$ cat config.mk
export PLATFORM = sky130hd
export DESIGN_NAME = fetch_stage
export DESIGN_NICKNAME = d
export VERILOG_FILES = /design/src/rtl/cpu_fetch_pkg.sv /design/src/rtl/fetch_pc_register.sv /design/src/rtl/fetch_stage.sv
export SDC_FILE = /design/constraint.sdc
export NUM_CORES = 1
export LEC_CHECK = 0
export BUFFER_PORTS_ARGS = -buffer_cell sky130_fd_sc_hd__clkbuf_2
export CAP_MARGIN = 10
export CORE_MARGIN = 2
export CORE_UTILIZATION = 40
export DETAILED_ROUTE_END_ITERATION = 16
export PLACE_DENSITY = 0.68
export SYNTH_ARGS = -nofsm -noshare
export SYNTH_HDL_FRONTEND = slang
export SYNTH_SLANG_ARGS = --single-unit
$ cat constraint.sdc
create_clock -name clk -period 3.8 [get_ports clk]
set_clock_uncertainty 0.05 [all_clocks]
set_input_delay 0 -clock clk [delete_from_list [all_inputs] [get_ports clk]]
set_output_delay 0 -clock clk [all_outputs]
set_load 0.03 [all_outputs]
$ cat src/rtl/cpu_fetch_pkg.sv
// Shared types and constants for the instruction-fetch stage of the
// 20-bit-instruction pipelined CPU.
package cpu_fetch_pkg;

  typedef enum logic [2:0] {
    IDLE,
    REQ,
    HOLD,
    KILL,
    HALTED
  } fetch_state_t;

  // Operation applied to the program counter on the next clock edge.
  typedef enum logic [1:0] {
    PC_HOLD,
    PC_INC,
    PC_LOAD
  } pc_op_t;

  localparam logic [4:0] HALT_OPCODE   = 5'b11111;
  localparam logic [1:0] PC_SEL_SEQ    = 2'b00;
  localparam logic [1:0] PC_SEL_BRANCH = 2'b01;
  localparam int         OPCODE_MSB    = 19;
  localparam int         OPCODE_LSB    = 15;

endpackage

$ cat src/rtl/fetch_pc_register.sv
// Program counter register: hold, increment (modulo 2^PC_WIDTH) or load,
// with asynchronous active-high reset to RESET_PC.
module fetch_pc_register
  import cpu_fetch_pkg::*;
#(
  parameter int                  PC_WIDTH = 16,
  parameter logic [PC_WIDTH-1:0] RESET_PC = 16'h0000
) (
  input  logic                clk,
  input  logic                reset,
  input  pc_op_t              i_op,
  input  logic [PC_WIDTH-1:0] i_load_pc,
  output logic [PC_WIDTH-1:0] o_pc
);

  logic [PC_WIDTH-1:0] r_pc;

  // NOTE: sequential state uses non-blocking assignments only.
  always_ff @(posedge clk or posedge reset) begin
    if (reset) begin
      r_pc <= RESET_PC;
    end else begin
      case (i_op)
        PC_INC:  r_pc <= r_pc + 1'b1;
        PC_LOAD: r_pc <= i_load_pc;
        default: r_pc <= r_pc;
      endcase
    end
  end

  assign o_pc = r_pc;

endmodule

$ cat src/rtl/fetch_stage.sv
// Instruction-fetch stage: owns the pc, drives the req/valid instruction-memory
// handshake, honours stalls and branch redirects. Optional halt-opcode
// detection is enabled by defining FETCH_HALT_DETECT_EN.
module fetch_stage
  import cpu_fetch_pkg::*;
#(
  parameter int                     PC_WIDTH    = 16,
  parameter int                     INSTR_WIDTH = 20,
  parameter logic [PC_WIDTH-1:0]    RESET_PC    = 16'h0000,
  parameter logic [INSTR_WIDTH-1:0] NOP_INSTR   = 20'b0
) (
  input  logic                   clk,
  input  logic                   reset,
  input  logic [1:0]             nop,
  input  logic [1:0]             select_pc_mux,
  input  logic [PC_WIDTH-1:0]    branch_address,
  output logic                   imem_req,
  output logic [PC_WIDTH-1:0]    imem_addr,
  input  logic [INSTR_WIDTH-1:0] imem_data,
  input  logic                   imem_valid,
  output logic [PC_WIDTH-1:0]    pc_fetch,
  output logic [INSTR_WIDTH-1:0] instruction_fetch,
  output logic                   fetch_valid,
  output logic                   halted
);

  fetch_state_t            r_state, w_next_state;
  pc_op_t                  w_pc_op;
  logic [PC_WIDTH-1:0]     w_pc, w_load_pc, r_target;
  logic [PC_WIDTH-1:0]     r_pc_fetch;
  logic [INSTR_WIDTH-1:0]  r_instr;
  logic                    r_fetch_valid;
  logic                    w_stall, w_redirect;
  logic                    w_capture, w_drop_valid, w_latch_target;
  logic                    w_halt_set, w_halt_clr;

  assign w_stall    = (nop != 2'b00);
  assign w_redirect = (select_pc_mux == PC_SEL_BRANCH);

  fetch_pc_register #(
    .PC_WIDTH (PC_WIDTH),
    .RESET_PC (RESET_PC)
  ) u_pc (
    .clk       (clk),
    .reset     (reset),
    .i_op      (w_pc_op),
    .i_load_pc (w_load_pc),
    .o_pc      (w_pc)
  );

  always_ff @(posedge clk or posedge reset) begin
    if (reset) r_state <= IDLE;
    else       r_state <= w_next_state;
  end

  // NOTE: every combinational output gets a default first, so no latch is inferred.
  always_comb begin
    w_next_state   = r_state;
    w_pc_op        = PC_HOLD;
    w_load_pc      = branch_address;
    w_capture      = 1'b0;
    w_drop_valid   = 1'b0;
    w_latch_target = 1'b0;
    w_halt_set     = 1'b0;
    w_halt_clr     = 1'b0;
    imem_req       = 1'b0;
    case (r_state)
      IDLE: begin
        w_next_state = REQ;
        if (w_redirect) w_pc_op = PC_LOAD;
      end
      REQ: begin
        imem_req = 1'b1;
        if (imem_valid && !w_redirect) begin
          w_capture = 1'b1;
          if (w_stall) begin
            w_next_state = HOLD;
          end else begin
            w_pc_op = PC_INC;
`ifdef FETCH_HALT_DETECT_EN
            if (imem_data[OPCODE_MSB:OPCODE_LSB] == HALT_OPCODE) w_next_state = HALTED;
`endif
          end
        end else begin
          w_drop_valid = 1'b1;
          if (w_redirect && imem_valid) begin
            w_pc_op = PC_LOAD;
          end else if (w_redirect) begin
            w_latch_target = 1'b1;
            w_next_state   = KILL;
          end
        end
      end
      HOLD: begin
        if (w_redirect) begin
          w_pc_op      = PC_LOAD;
          w_drop_valid = 1'b1;
          w_next_state = REQ;
        end else if (!w_stall) begin
          w_pc_op      = PC_INC;
          w_next_state = REQ;
`ifdef FETCH_HALT_DETECT_EN
          if (r_instr[OPCODE_MSB:OPCODE_LSB] == HALT_OPCODE) w_next_state = HALTED;
`endif
        end
      end
      KILL: begin
        // The outstanding request keeps its old address; its data is thrown away.
        imem_req     = 1'b1;
        w_drop_valid = 1'b1;
        if (w_redirect) w_latch_target = 1'b1;
        if (imem_valid) begin
          w_pc_op      = PC_LOAD;
          w_load_pc    = w_redirect ? branch_address : r_target;
          w_next_state = REQ;
        end
      end
`ifdef FETCH_HALT_DETECT_EN
      HALTED: begin
        w_drop_valid = 1'b1;
        if (w_redirect) begin
          w_pc_op      = PC_LOAD;
          w_halt_clr   = 1'b1;
          w_next_state = REQ;
        end else begin
          w_halt_set = 1'b1;
        end
      end
`endif
      default: w_next_state = IDLE;
    endcase
  end

  always_ff @(posedge clk or posedge reset) begin
    if (reset) begin
      r_pc_fetch    <= RESET_PC;
      r_instr       <= NOP_INSTR;
      r_fetch_valid <= 1'b0;
      r_target      <= RESET_PC;
    end else begin
      if (w_capture) begin
        r_pc_fetch    <= w_pc;
        r_instr       <= imem_data;
        r_fetch_valid <= 1'b1;
      end else if (w_drop_valid) begin
        r_fetch_valid <= 1'b0;
      end
      if (w_latch_target) r_target <= branch_address;
    end
  end

`ifdef FETCH_HALT_DETECT_EN
  logic r_halted;

  always_ff @(posedge clk or posedge reset) begin
    if (reset)           r_halted <= 1'b0;
    else if (w_halt_clr) r_halted <= 1'b0;
    else if (w_halt_set) r_halted <= 1'b1;
  end

  assign halted = r_halted;
`else
  assign halted = 1'b0;
`endif

  assign imem_addr         = w_pc;
  assign pc_fetch          = r_pc_fetch;
  assign instruction_fetch = r_instr;
  assign fetch_valid       = r_fetch_valid;

endmodule

# ---- Word-level counts from Yosys, hierarchy flattened
# Cells that the tools add are included.
dict set report word_totals {
  input_bits 43
  wordCells 57
  reg_bits 72
  out_inout_bits 55
}
dict set report classes {
  n_addsub 1
  muxes 30
  eq_ne 11
  reduce_logical 9
}
# op count
set op_table {}
lappend op_table {{2-to-1 mux 16 bit} 3}
lappend op_table {{one-hot mux 16 bit (2 select lines)} 1}
lappend op_table {{2-to-1 mux 3 bit} 7}
lappend op_table {{adder 16 x 1 -> 16 bit, second input constant} 1}
lappend op_table {{!= test 3 bit, second input constant} 4}
lappend op_table {{one-hot mux 3 bit (4 select lines)} 1}
lappend op_table {{2-to-1 mux 1 bit} 10}
lappend op_table {{2-to-1 mux 2 bit} 5}
lappend op_table {{one-hot mux 2 bit (4 select lines)} 1}
lappend op_table {{== test 3 x 2 -> 1 bit, second input constant} 2}
lappend op_table {{nonzero test 2 bit} 3}
lappend op_table {{AND reduction 5 bit} 1}
lappend op_table {{== test 2 x 1 -> 1 bit, second input constant} 2}
lappend op_table {{== test 3 x 1 -> 1 bit, second input constant} 1}
lappend op_table {{logical NOT 3 bit} 1}
lappend op_table {{one-hot mux 1 bit (3 select lines)} 1}
lappend op_table {{== test 2 bit, second input constant} 1}
lappend op_table {{logical AND 1 bit} 2}
lappend op_table {{!= test 2 bit, second input constant} 1}
lappend op_table {{one-hot mux 1 bit (2 select lines)} 1}
lappend op_table {{OR reduction 2 bit} 1}
lappend op_table {{logical NOT 1 bit} 1}

# ---- Depth between registers and ports, before layout
# Gate-level depths: netlist (run 1).
dict set report logic_depth {
  word_depth 7
  mapped_depth 12
  mapped_depth_nobuf 9
}

# ---- By module
# Synthesis (run 1) repeated with hierarchy kept, for this count alone.
dict set report hier_totals {
  hier_cells 276
  area_unflattened_um2 3407.0
}
# module seq_area_each_um2 instances cells_each area_per_inst_um2
set modules_own_cells {}
lappend modules_own_cells {fetch_stage 1376.3 1 158 2388.5}
lappend modules_own_cells {fetch_pc_register 400.4 1 118 1018.5}

# ---- Least setup slack after synthesis (run 1)
# OpenSTA, ideal clock, no wires.
dict set report synth_timing {
  kind {register -> register}
  start {register r_state[0]}
  end {register u_pc.r_pc[11], in the netlist u_pc.o_pc[11]}
  setup_time_ns 0.148
  arrival_time_ns 2.320
  n_path_buf 2
  setup_slack_ns 1.282
  stages_incl_launch_ff 11
  cell_sequence {dfrtp_1 clkbuf_1 nand2_1 mux2_2 nor2_1 nand2_1 ha_1 or2_1 clkbuf_1 nor4_1 a211oi_1}
}
dict set report synth_via {
  elab_chain_len 4
  elab_cells_between_ends 10
}
# item line_no
set synth_lines {}
lappend synth_lines {{start, declared} fetch_stage.sv:27} ;# fetch_state_t r_state, w_next_state;
lappend synth_lines {{start signal, assigned} fetch_stage.sv:53} ;# else r_state <= w_next_state;
lappend synth_lines {{== test 3 x 2 -> 1 bit, or another cell as far along} fetch_stage.sv:67} ;# case (r_state)
lappend synth_lines {{one-hot mux 2 bit (4 select lines)} fetch_stage.sv:67}
lappend synth_lines {{== test 2 bit / == test 2 x 1 -> 1 bit (equally long branches)} fetch_pc_register.sv:23} ;# case (i_op)
lappend synth_lines {{one-hot mux 16 bit (2 select lines) / nonzero test 2 bit (equally long branches)} --}
lappend synth_lines {{end signal, assigned} fetch_pc_register.sv:24} ;# PC_INC: r_pc <= r_pc + 1'b1;
lappend synth_lines {{end signal, assigned} fetch_pc_register.sv:25} ;# PC_LOAD: r_pc <= i_load_pc;
lappend synth_lines {{end signal, assigned} fetch_pc_register.sv:26} ;# default: r_pc <= r_pc;
lappend synth_lines {{end, declared} fetch_pc_register.sv:16} ;# logic [PC_WIDTH-1:0] r_pc;
# Parallel ways exist; a longest one is shown, timed or not.
# A chain may end at the register's enable or synchronous reset.

# ---- Worst setup path in the final report (run 1)
dict set report layout_timing {
  start {register r_state[0]}
  end {register u_pc.r_pc[13], in the netlist u_pc.o_pc[13]}
}
# The elaborated chain is that of the path after synthesis.

==> run metrics, run 1 <==
vias in the first global route 2513; Startpoint Class flip-flop; met3 routed WL 501 um; Seq/Total Area, Yosys 53.06%; ranking of synthesized cells by area dfrtp_1 53%, mux2_2 12%, mux2_1 5.0%; P per Cell Area 791.1 nW/um2; Final Hold Viols 0; Die Ht 95.49 um; Setup TNS 0 ps; syn_nets 318; status finished clean; largest net degree at the start of global routing 48; endpoints failing setup 0; Worst EP arrival 2910 ps; Mapped Area 3348 um2; share of total power in the clock network 19.9%; GP Congestion 0.8668; Die ar. 9118 um2; CP endpoint kind flip-flop; drt wl/cell 14.38 um; first-pass GRT wire length 11960 um; port bufs 96; PnR worst setup slack 1014 ps; post-synth top area share 53.06%; total inserted antenna cells 0; Met1 Routed Length 3316 um; Final #Nets 448; hold slack 54.04 ps; post-DP HPWL 5210 um; Psw 1.493 mW; Reg power frac 38.1%; Util after Layout 54.93%; CTS tree done; io pins 98; starting DRC count in detailed routing 129; syn_area_per_cell 12.26 um2; Worst EP required 3920 ps; Reg2Reg Depth 8; Clock Path Buffers 2; ys flop type dfrtp_1; R2R Path End u_pc.o_pc[13]; proportion of layout cells with a drive suffix above 1 39.07%; P_leak 2.099 nW; YS warnings 0; DRC viols 0; Core Box Area 8175 um2; Post-Syn Instances 273; Setup WS pre-CTS 1047 ps; Root Driver clkbuf_8; Final min period 2786 ps; Sw Share 42.03%; Worst setup endpoint u_pc.o_pc[13]; asr flop ratio synth 100.0%; Worst-path clk slew 70 ps; RSZ-0062 raised after global routing false; max-slew violations 0; # Post-CTS Setup Buffers 0; CTS H-Tree Depth 3; Critical path origin r_state[0]; Register-to-Register Setup Slack 1010 ps; area leader, netlist dfrtp_1; TritonRoute pass-1 iters 4; total clock sinks 71; Reg-to-Reg Start r_state[0]; initial antenna violation count 0; EDFF count, synth 0; Multi-input gate area 1444 um2; metal2 WL 3381 um; GRT Total Usage 17.20%; Max VDD drop 0.0003986 V; Worst Path Max Fanout 16; Comb power frac 42.0%; clock latency on the worst-skew pair 340 ps; total grt overflow 0; number of buffers created by CTS 9; #FFs+latches synth 71; Max-slew headroom 36.06%; Initial Utilization 40.96%; Reg area 1777 um2; die width 95.49 um; DR top layer met4; post-route antenna net violation count 0; area delta synth->final 34.12%; drt via density 5.193; routed vias 2659; Worst Hold Class in -> reg; Final period util 73.32%; row cnt 33; achievable frequency 0.3589 GHz; Netlist cell types 52; max-cap violations 0; kind of critical path reg -> reg; drt total wl 7361 um; Pint 2.059 mW; fill count 689; Slew @ Worst Pin 957.6 ps
[layer usage]
metal | up-vias | track usage [%]
met1 | 1266 | 21.41
met2 | 107 | 27.99
li1 | 1270 | -
met3 | 16 | 4.032
met4 | 0 | 8.690
met5 | - | 0
[metrics by stage]
| stage | area [um2] | power [mW] | instances |
|---|---|---|---|
| after floorplan | 3348 | 2.405 | 273 |
| after global placement | 3866 | 2.795 | 458 |
| after detailed placement | 3866 | 2.840 | 458 |
| after CTS | 4491 | 3.595 | 512 |
| after global routing | 4491 | 3.780 | 512 |
| final | 4491 | 3.552 | 512 |
[layout make-up]
type,instances,share of cell area (%)
clock buffer,9,2.758
tap,105,2.926
timing repair buffer,137,19.73
multi-input combinational,179,32.15
sequential,71,39.57
inverter,5,0.4179
clock inverter,6,2.452
[sequential cells by signal (all words and copies together) (netlist names)]
register / count
instruction_fetch: 20
pc_fetch: 16
r_target: 16
u_pc.o_pc: 16
r_state: 2
fetch_valid: 1
[kinds of logic (layout without fill, tap and decap cells)]
| group | after synthesis | in the layout | synth area share (%) |
|---|---|---|---|
| fa+ha+maj | 2 | 2 | 0.7473 |
| compound gates | 46 | 46 | 9.679 |
| other cells | 1 | 1 | 0.1120 |
| buf+inv | 23 | 157 | 3.812 |
| mux | 68 | 68 | 22.27 |
| simple gates | 62 | 62 | 10.31 |
| flops | 71 | 71 | 53.06 |
[power by group through the flow]
stage / combinational (mW) / sequential, mW / clock [mW]
floorplan: 0.595 / 1.81 / 0
global placement: 1.45 / 1.34 / 0
detailed placement: 1.47 / 1.37 / 0
CTS: 1.51 / 1.35 / 0.733
global route: 1.61 / 1.40 / 0.763
finish: 1.49 / 1.35 / 0.708
[worst min path at each step]
| stage | start | end | slack, ps | depth (start not counted) |
|---|---|---|---|---|
| 2_1_floorplan | nop[0] | r_state[0] | 50 | 1 |
| 4_1_cts | imem_valid | fetch_valid | 30 | 3 |
| 5_1_grt | imem_valid | fetch_valid | 80 | 3 |
| 6_report | imem_valid | fetch_valid | 50 | 3 |
| 3_5_place_dp | imem_data[0] | instruction_fetch[0] | 170 | 2 |
| 3_3_place_gp | imem_data[6] | instruction_fetch[6] | 170 | 2 |
[layout by cell type (no fill, tap or decap), types with 5 or more instances in the layout]
cell	instances
clkbuf_2	96
dfrtp_1	71
dlygate4sd3_1	39
mux2_2	37
nor2_1	16
mux2i_1	16
mux2_1	15
nand2_1	11
o21ai_0	9
clkbuf_8	9
a21oi_1	7
nand4_1	5
a211oi_1	5
[critical path: stages, from the launching register on]
cell,delay (ps)
dfrtp_1,580
nand2_1,90
mux2_2,270
nor2_1,110
nand2_1,70
ha_1,490
or2_1,400
nor4_1,430
a221oi_1,130
[synthesized netlist by cell type, types with 4 or more instances]
cell,count
inv_1,5
mux2_1,15
nand4_1,5
buf_2,8
nand3_1,4
a211oi_1,5
a21oi_1,7
mux2i_1,16
o21ai_0,9
buf_4,4
nor2_1,16
nand2_1,11
mux2_2,37
dfrtp_1,71
[repair_timing]
action	in CTS	in global routing
hold endpoints to repair	99	0
hold buffers	39	0
gates resized for setup	0	0
(Power assumes the default switching activity.)
==> inputs of run 2 (changes only) <==
PLACE_DENSITY = 0.71   (was 0.68)
clock period = 2.3 ns   (was 3.8 ns; I/O delays follow)
==> run 2 against run 1 <==
Non-clock buffer count grew 12; register-to-register slack worse by 920 ps; combinational power increased by 74%; count of clock-buffer cells in the layout up 1; hold slack worse by 5.8 ps; routed wire length increased by 8.0%; core utilization increased by 0.83 points; via count rose by 3.9%; first-iteration DRC count down 47%; power increased by 60%; largest cell class unchanged.
==> run metrics, run 2 (same netlist as run 1, synthesis figures left out) <==
P_leak 2.138 nW (was 2.099 nW); Max-slew headroom 53.07% (was 36.06%); total grt overflow 0 (unchanged); initial antenna violation count 0 (unchanged); Core Box Area 8175 um2 (unchanged); GP Congestion 0.8815 (was 0.8668); Die ar. 9118 um2 (unchanged); Final #Nets 460 (was 448); P per Cell Area 1249 nW/um2 (was 791.1 nW/um2); Reg power frac 39.2% (was 38.1%); hold slack 48.27 ps (was 54.04 ps); crit path cell chain buf_4, nand2b_1, a21boi_0, ha_4, or2_1, or3_1, o2111ai_1 (was nand2_1, mux2_2, nor2_1, nand2_1, ha_1, or2_1, nor4_1, a221oi_1); Final period util 96.12% (was 73.32%); drt wl/cell 15.17 um (was 14.38 um); row cnt 33 (unchanged); DRC viols 0 (unchanged); Finished Cell Area 4558 um2 (was 4491 um2); CTS H-Tree Depth 3 (unchanged); Slowest cell on crit path dfrtp_2 (was dfrtp_1); TritonRoute pass-1 iters 4 (unchanged); proportion of layout cells with a drive suffix above 1 42.00% (was 39.07%); most frequent cells in the layout 96 x clkbuf_2, 70 x dfrtp_1, 39 x dlygate4sd3_1 (was 96 x clkbuf_2, 71 x dfrtp_1, 39 x dlygate4sd3_1); Pint 3.173 mW (was 2.059 mW); area delta synth->final 36.14% (was 34.12%); first-pass GRT wire length 12400 um (was 11960 um); io pins 98 (unchanged); achievable frequency 0.4523 GHz (was 0.3589 GHz); Slew @ Worst Pin 702.3 ps (was 957.6 ps); Worst EP required 2510 ps (was 3920 ps); Util after Layout 55.75% (was 54.93%); Startpoint Class flip-flop (unchanged); port bufs 96 (unchanged); max-cap violations 0 (unchanged); largest net degree at the start of global routing 72 (was 48); kind of critical path reg -> reg (unchanged); max reg flops 20 (unchanged); Final Hold Viols 0 (unchanged); max-slew violations 0 (unchanged); critical path's largest stage delay 420 ps (was 580 ps); Area after DPL 3965 um2 (was 3866 um2); cell family with most CP delay simple AND/OR/NAND/NOR gates (unchanged); CTS tree done (unchanged); post-route antenna net violation count 0 (unchanged); drt total wl 7950 um (was 7361 um); share of total power in the clock network 15.0% (was 19.9%); Root Driver clkbuf_8 (unchanged); vias in the first global route 2637 (was 2513); most common cell after layout, fill and taps aside clkbuf_2 (unchanged); total clock sinks 71 (unchanged); Comb power frac 45.7% (was 42.0%); post-DP HPWL 5424 um (was 5210 um); status finished clean (unchanged); clock latency on the worst-skew pair 350 ps (was 340 ps); total power 5.692 mW (was 3.552 mW); routed vias 2764 (was 2659); CP endpoint kind flip-flop (unchanged); CP Buf/Inv Count 1 (was 0); Die Ht 95.49 um (unchanged); Sw Share 44.26% (was 42.03%); Worst EP arrival 2420 ps (was 2910 ps); number of buffers created by CTS 9 (unchanged); endpoints failing setup 0 (unchanged); starting DRC count in detailed routing 69 (was 129); Setup TNS 0 ps (unchanged); GRT Total Usage 17.85% (was 17.20%); Max VDD drop 0.0007045 V (was 0.0003986 V); die width 95.49 um (unchanged); Worst Path Max Fanout 7 (was 16); drt via density 5.275 (was 5.193); Worst-path clk slew 80 ps (was 70 ps); Clock Path Buffers 2 (unchanged); Psw 2.519 mW (was 1.493 mW); Final min period 2211 ps (was 2786 ps); Initial Utilization 40.96% (unchanged); Worst Hold Class in -> reg (unchanged); total inserted antenna cells 0 (unchanged)
==> run 2: cell types whose count changed in the layout (fill, tap and decap cells not counted), sizes merged <==
cell | before | now
buf | 2 | 14
clkinv | 1 | 5
bufinv | 3 | 0
clkbuf | 105 | 106
clkinvlp | 2 | 1
inv | 5 | 4
==> run 2: per-layer routing <==
metal / vias up / global-route usage (%) / part of all wire, % / wire length, um
met5: - / 0 / 0 / 0
met4: 0 / 8.452 / 2.2 / 176
met3: 17 / 4.032 / 6.1 / 483
met2: 110 / 29.99 / 48 / 3812
met1: 1342 / 21.73 / 44 / 3478
li1: 1295 / - / - / -
==> run 2: layout make-up <==
| type | count | area [um2] |
|---|---|---|
| clock inverter | 5 | 25.02 |
| clock buffer | 10 | 137.6 |
| multi-input combinational | 179 | 1468 |
| fill | 713 | 3617 |
| timing repair buffer | 149 | 996.0 |
| sequential | 71 | 1778 |
| inverter | 5 | 22.52 |
| tap | 105 | 131.4 |
==> run 2: worst paths after layout <==
path,start,end,slack (ps),cells after the start
worst max-delay path,r_state[0],u_pc.o_pc[6],90,7
worst min-delay path,imem_valid,fetch_valid,50,3
worst max register to register,r_state[0],u_pc.o_pc[6],90,7
worst min register to register,pc_fetch[4],pc_fetch[4],440,2
max in group asynchronous,reset,r_state[0],1670,4
min in group asynchronous,reset,r_target[14],200,4
==> run 2: stage by stage <==
step	instances	setup slack [ps]
final	524	89.15
after global routing	524	-45.81
after CTS	521	37.70
after detailed placement	467	43.33
after global placement	467	159.0
after floorplan	273	1.119
==> run 2: power groups by stage <==
stage / logic (mW) / clock network (mW) / registers, mW
global placement: 2.48 / 0 / 2.21
global route: 2.79 / 0.934 / 2.31
CTS: 2.59 / 0.886 / 2.23
finish: 2.60 / 0.856 / 2.23
floorplan: 1.00 / 0 / 2.99
detailed placement: 2.53 / 0 / 2.25
==> run 2: worst register-to-register path: stages (launching register included) <==
cell and delay (ps):
dfrtp_2 420, buf_4 150, nand2b_1 90, a21boi_0 320, ha_4 280, or2_1 340, or3_1 390, o2111ai_1 80
==> run 2: repair_timing <==
item | 4_1_cts | 5_1_grt
gates resized for setup | 0 | 5
setup buffers | 0 | 3
endpoints found under the hold margin | 122 | 0
hold buffers | 39 | 0
setup endpoints to repair | 0 | 9
==> inputs of run 3 (changes only) <==
CELL_PAD_IN_SITES_DETAIL_PLACEMENT = 1   (was unset)
CELL_PAD_IN_SITES_GLOBAL_PLACEMENT = 2   (was unset)
CORE_UTILIZATION = 30   (was 40)
PLACE_DENSITY = 0.8   (was 0.71)
==> run 3 against run 2 <==
Hold slack improved by 12 ps; critical path depth increased by 2; non-clock buffer count fell by 1; sequential cell count stayed put; die area rose by 32%; worst setup slack better by 88 ps; final area increased by 2.8%; cell count is 6.7% higher; core utilization down 13 points; via count is 1.8% lower; sequential power about the same.
==> run metrics, run 3 (same netlist as run 1, synthesis figures left out) <==
Setup WS pre-CTS 105.2 ps (was 43.33 ps); Startpoint Class flip-flop (unchanged); port bufs 96 (unchanged); starting DRC count in detailed routing 128 (was 69); Final period util 92.30% (was 96.12%); total power 6.020 mW (was 5.692 mW); max-slew violations 0 (unchanged); drt total wl 8704 um (was 7950 um); hold slack 60.38 ps (was 48.27 ps); kind of critical path reg -> reg (unchanged); fill count 1206 (was 713); die width 109.6 um (was 95.49 um); total grt overflow 0 (unchanged); largest net degree at the start of global routing 55 (was 72); post-DP HPWL 6011 um (was 5424 um); clock latency on the worst-skew pair 350 ps (about the same); status finished clean (unchanged); Final #Nets 459 (was 460); RSZ-0062 raised after global routing false; crit path cell chain nand2_1, mux2_2, nor2_2, nand2_2, ha_4, buf_4, nor3_4, a22o_1, a222oi_1 (was buf_4, nand2b_1, a21boi_0, ha_4, or2_1, or3_1, o2111ai_1); GRT Total Usage 15.52% (was 17.85%); total clock sinks 71 (unchanged); Final min period 2123 ps (was 2211 ps); routed vias 2714 (was 2764); Setup TNS 0 ps (unchanged); Final Hold Viols 0 (unchanged); achievable frequency 0.4711 GHz (was 0.4523 GHz); Max VDD drop 0.0005082 V (was 0.0007045 V); Worst Path Max Fanout 8 (was 7); total inserted antenna cells 0 (unchanged); Die Ht 109.6 um (was 95.49 um); max-cap violations 0 (unchanged); Die ar. 12020 um2 (was 9118 um2); row cnt 38 (was 33); P_leak 2.180 nW (was 2.138 nW); Root Driver clkbuf_8 (unchanged); DRC viols 0 (unchanged); CTS H-Tree Depth 3 (unchanged); Worst Hold Class in -> reg (unchanged); number of buffers created by CTS 9 (unchanged); critical path's largest stage delay 400 ps (was 420 ps); cell family with most CP delay compound AO/OA/AOI/OAI gates (was simple AND/OR/NAND/NOR gates); most common cell after layout, fill and taps aside clkbuf_2 (unchanged); proportion of layout cells with a drive suffix above 1 42.48% (was 42.00%); Worst EP required 2480 ps (was 2510 ps); area delta synth->final 39.91% (was 36.14%); endpoints failing setup 0 (unchanged); io pins 98 (unchanged); post-route antenna net violation count 0 (unchanged); Worst EP arrival 2310 ps (was 2420 ps); Slowest cell on crit path dfrtp_1 (was dfrtp_2); first-pass GRT wire length 14080 um (was 12400 um); drt via density 4.855 (was 5.275); most frequent cells in the layout 96 x clkbuf_2, 71 x dfrtp_1, 39 x dlygate4sd3_1 (was 96 x clkbuf_2, 70 x dfrtp_1, 39 x dlygate4sd3_1); CP endpoint kind flip-flop (unchanged); vias in the first global route 2734 (was 2637); GP Congestion 0.7994 (was 0.8815); Clock Path Buffers 2 (unchanged); max reg flops 20 (unchanged); TritonRoute pass-1 iters 4 (unchanged); Worst-path clk slew 80 ps (about the same); Initial Utilization 30.75% (was 40.96%); initial antenna violation count 0 (unchanged); # Post-CTS Setup Buffers 0 (unchanged); CTS tree done (unchanged); CP Buf/Inv Count 1 (unchanged); PnR worst setup slack 177.1 ps (was 89.15 ps); drt wl/cell 15.57 um (was 15.17 um); P per Cell Area 1285 nW/um2 (was 1249 nW/um2); Core Box Area 10890 um2 (was 8175 um2)
-- run 3: cell type report --
type	instances	area, um2	area share [%]
Timing Repair Buffer	148	984.7	21.02
Sequential cell	71	1777	37.93
Clock buffer	11	151.4	3.232
Clock inverter	5	80.08	1.709
Multi-Input combinational cell	179	1498	31.97
Inverter	5	18.77	0.4006
Tap cell	140	175.2	3.739
-- run 3: per-layer routing --
| metal | up-vias | GRT usage (%) | wire (um) |
|---|---|---|---|
| met4 | 0 | 6.600 | 129 |
| met3 | 11 | 3.379 | 396 |
| met2 | 73 | 24.87 | 4117 |
| met5 | - | 0 | 0 |
| met1 | 1334 | 20.24 | 4061 |
| li1 | 1296 | - | - |
-- run 3: tightest hold or removal path: stages --
cell	delay [ps]
clkbuf_2	150
a31oi_1	180
o21ai_0	80
-- run 3: stage by stage --
stage          utilization (%)  cell area [um2]  instances
3_3_place_gp             36.96             4024        504
5_1_grt                  43.02             4684        559
2_1_floorplan                -             3371        273
3_5_place_dp             36.96             4024        504
6_report                 43.02             4684        559
4_1_cts                  42.67             4646        559
-- run 3: timing repair --
item	4_1_cts	5_1_grt
hold buffers	39	0
hold endpoints to repair	119	0
endpoints found under the setup margin	0	8
resized for setup	0	10
-- run 3: path summary, 6_finish.rpt --
kind	cells past startpoint	start	end	slack, ps
worst max register to register	9	r_state[0]	u_pc.o_pc[12]	180
max in group asynchronous	4	reset	r_target[2]	1470
worst max-delay path	9	r_state[0]	u_pc.o_pc[12]	180
worst min register to register	2	pc_fetch[12]	pc_fetch[12]	440
worst min-delay path	3	imem_valid	fetch_valid	60
min in group asynchronous	3	reset	instruction_fetch[9]	110
-- run 3: where the power goes --
group | leakage [nW] | switching [mW] | total, mW | internal [mW]
clock | 0.112 | 0.484 | 1.15 | 0.668
combinational | 1.25 | 1.67 | 2.65 | 0.981
sequential | 0.822 | 0.436 | 2.22 | 1.78
total | 2.18 | 2.59 | 6.02 | 3.43
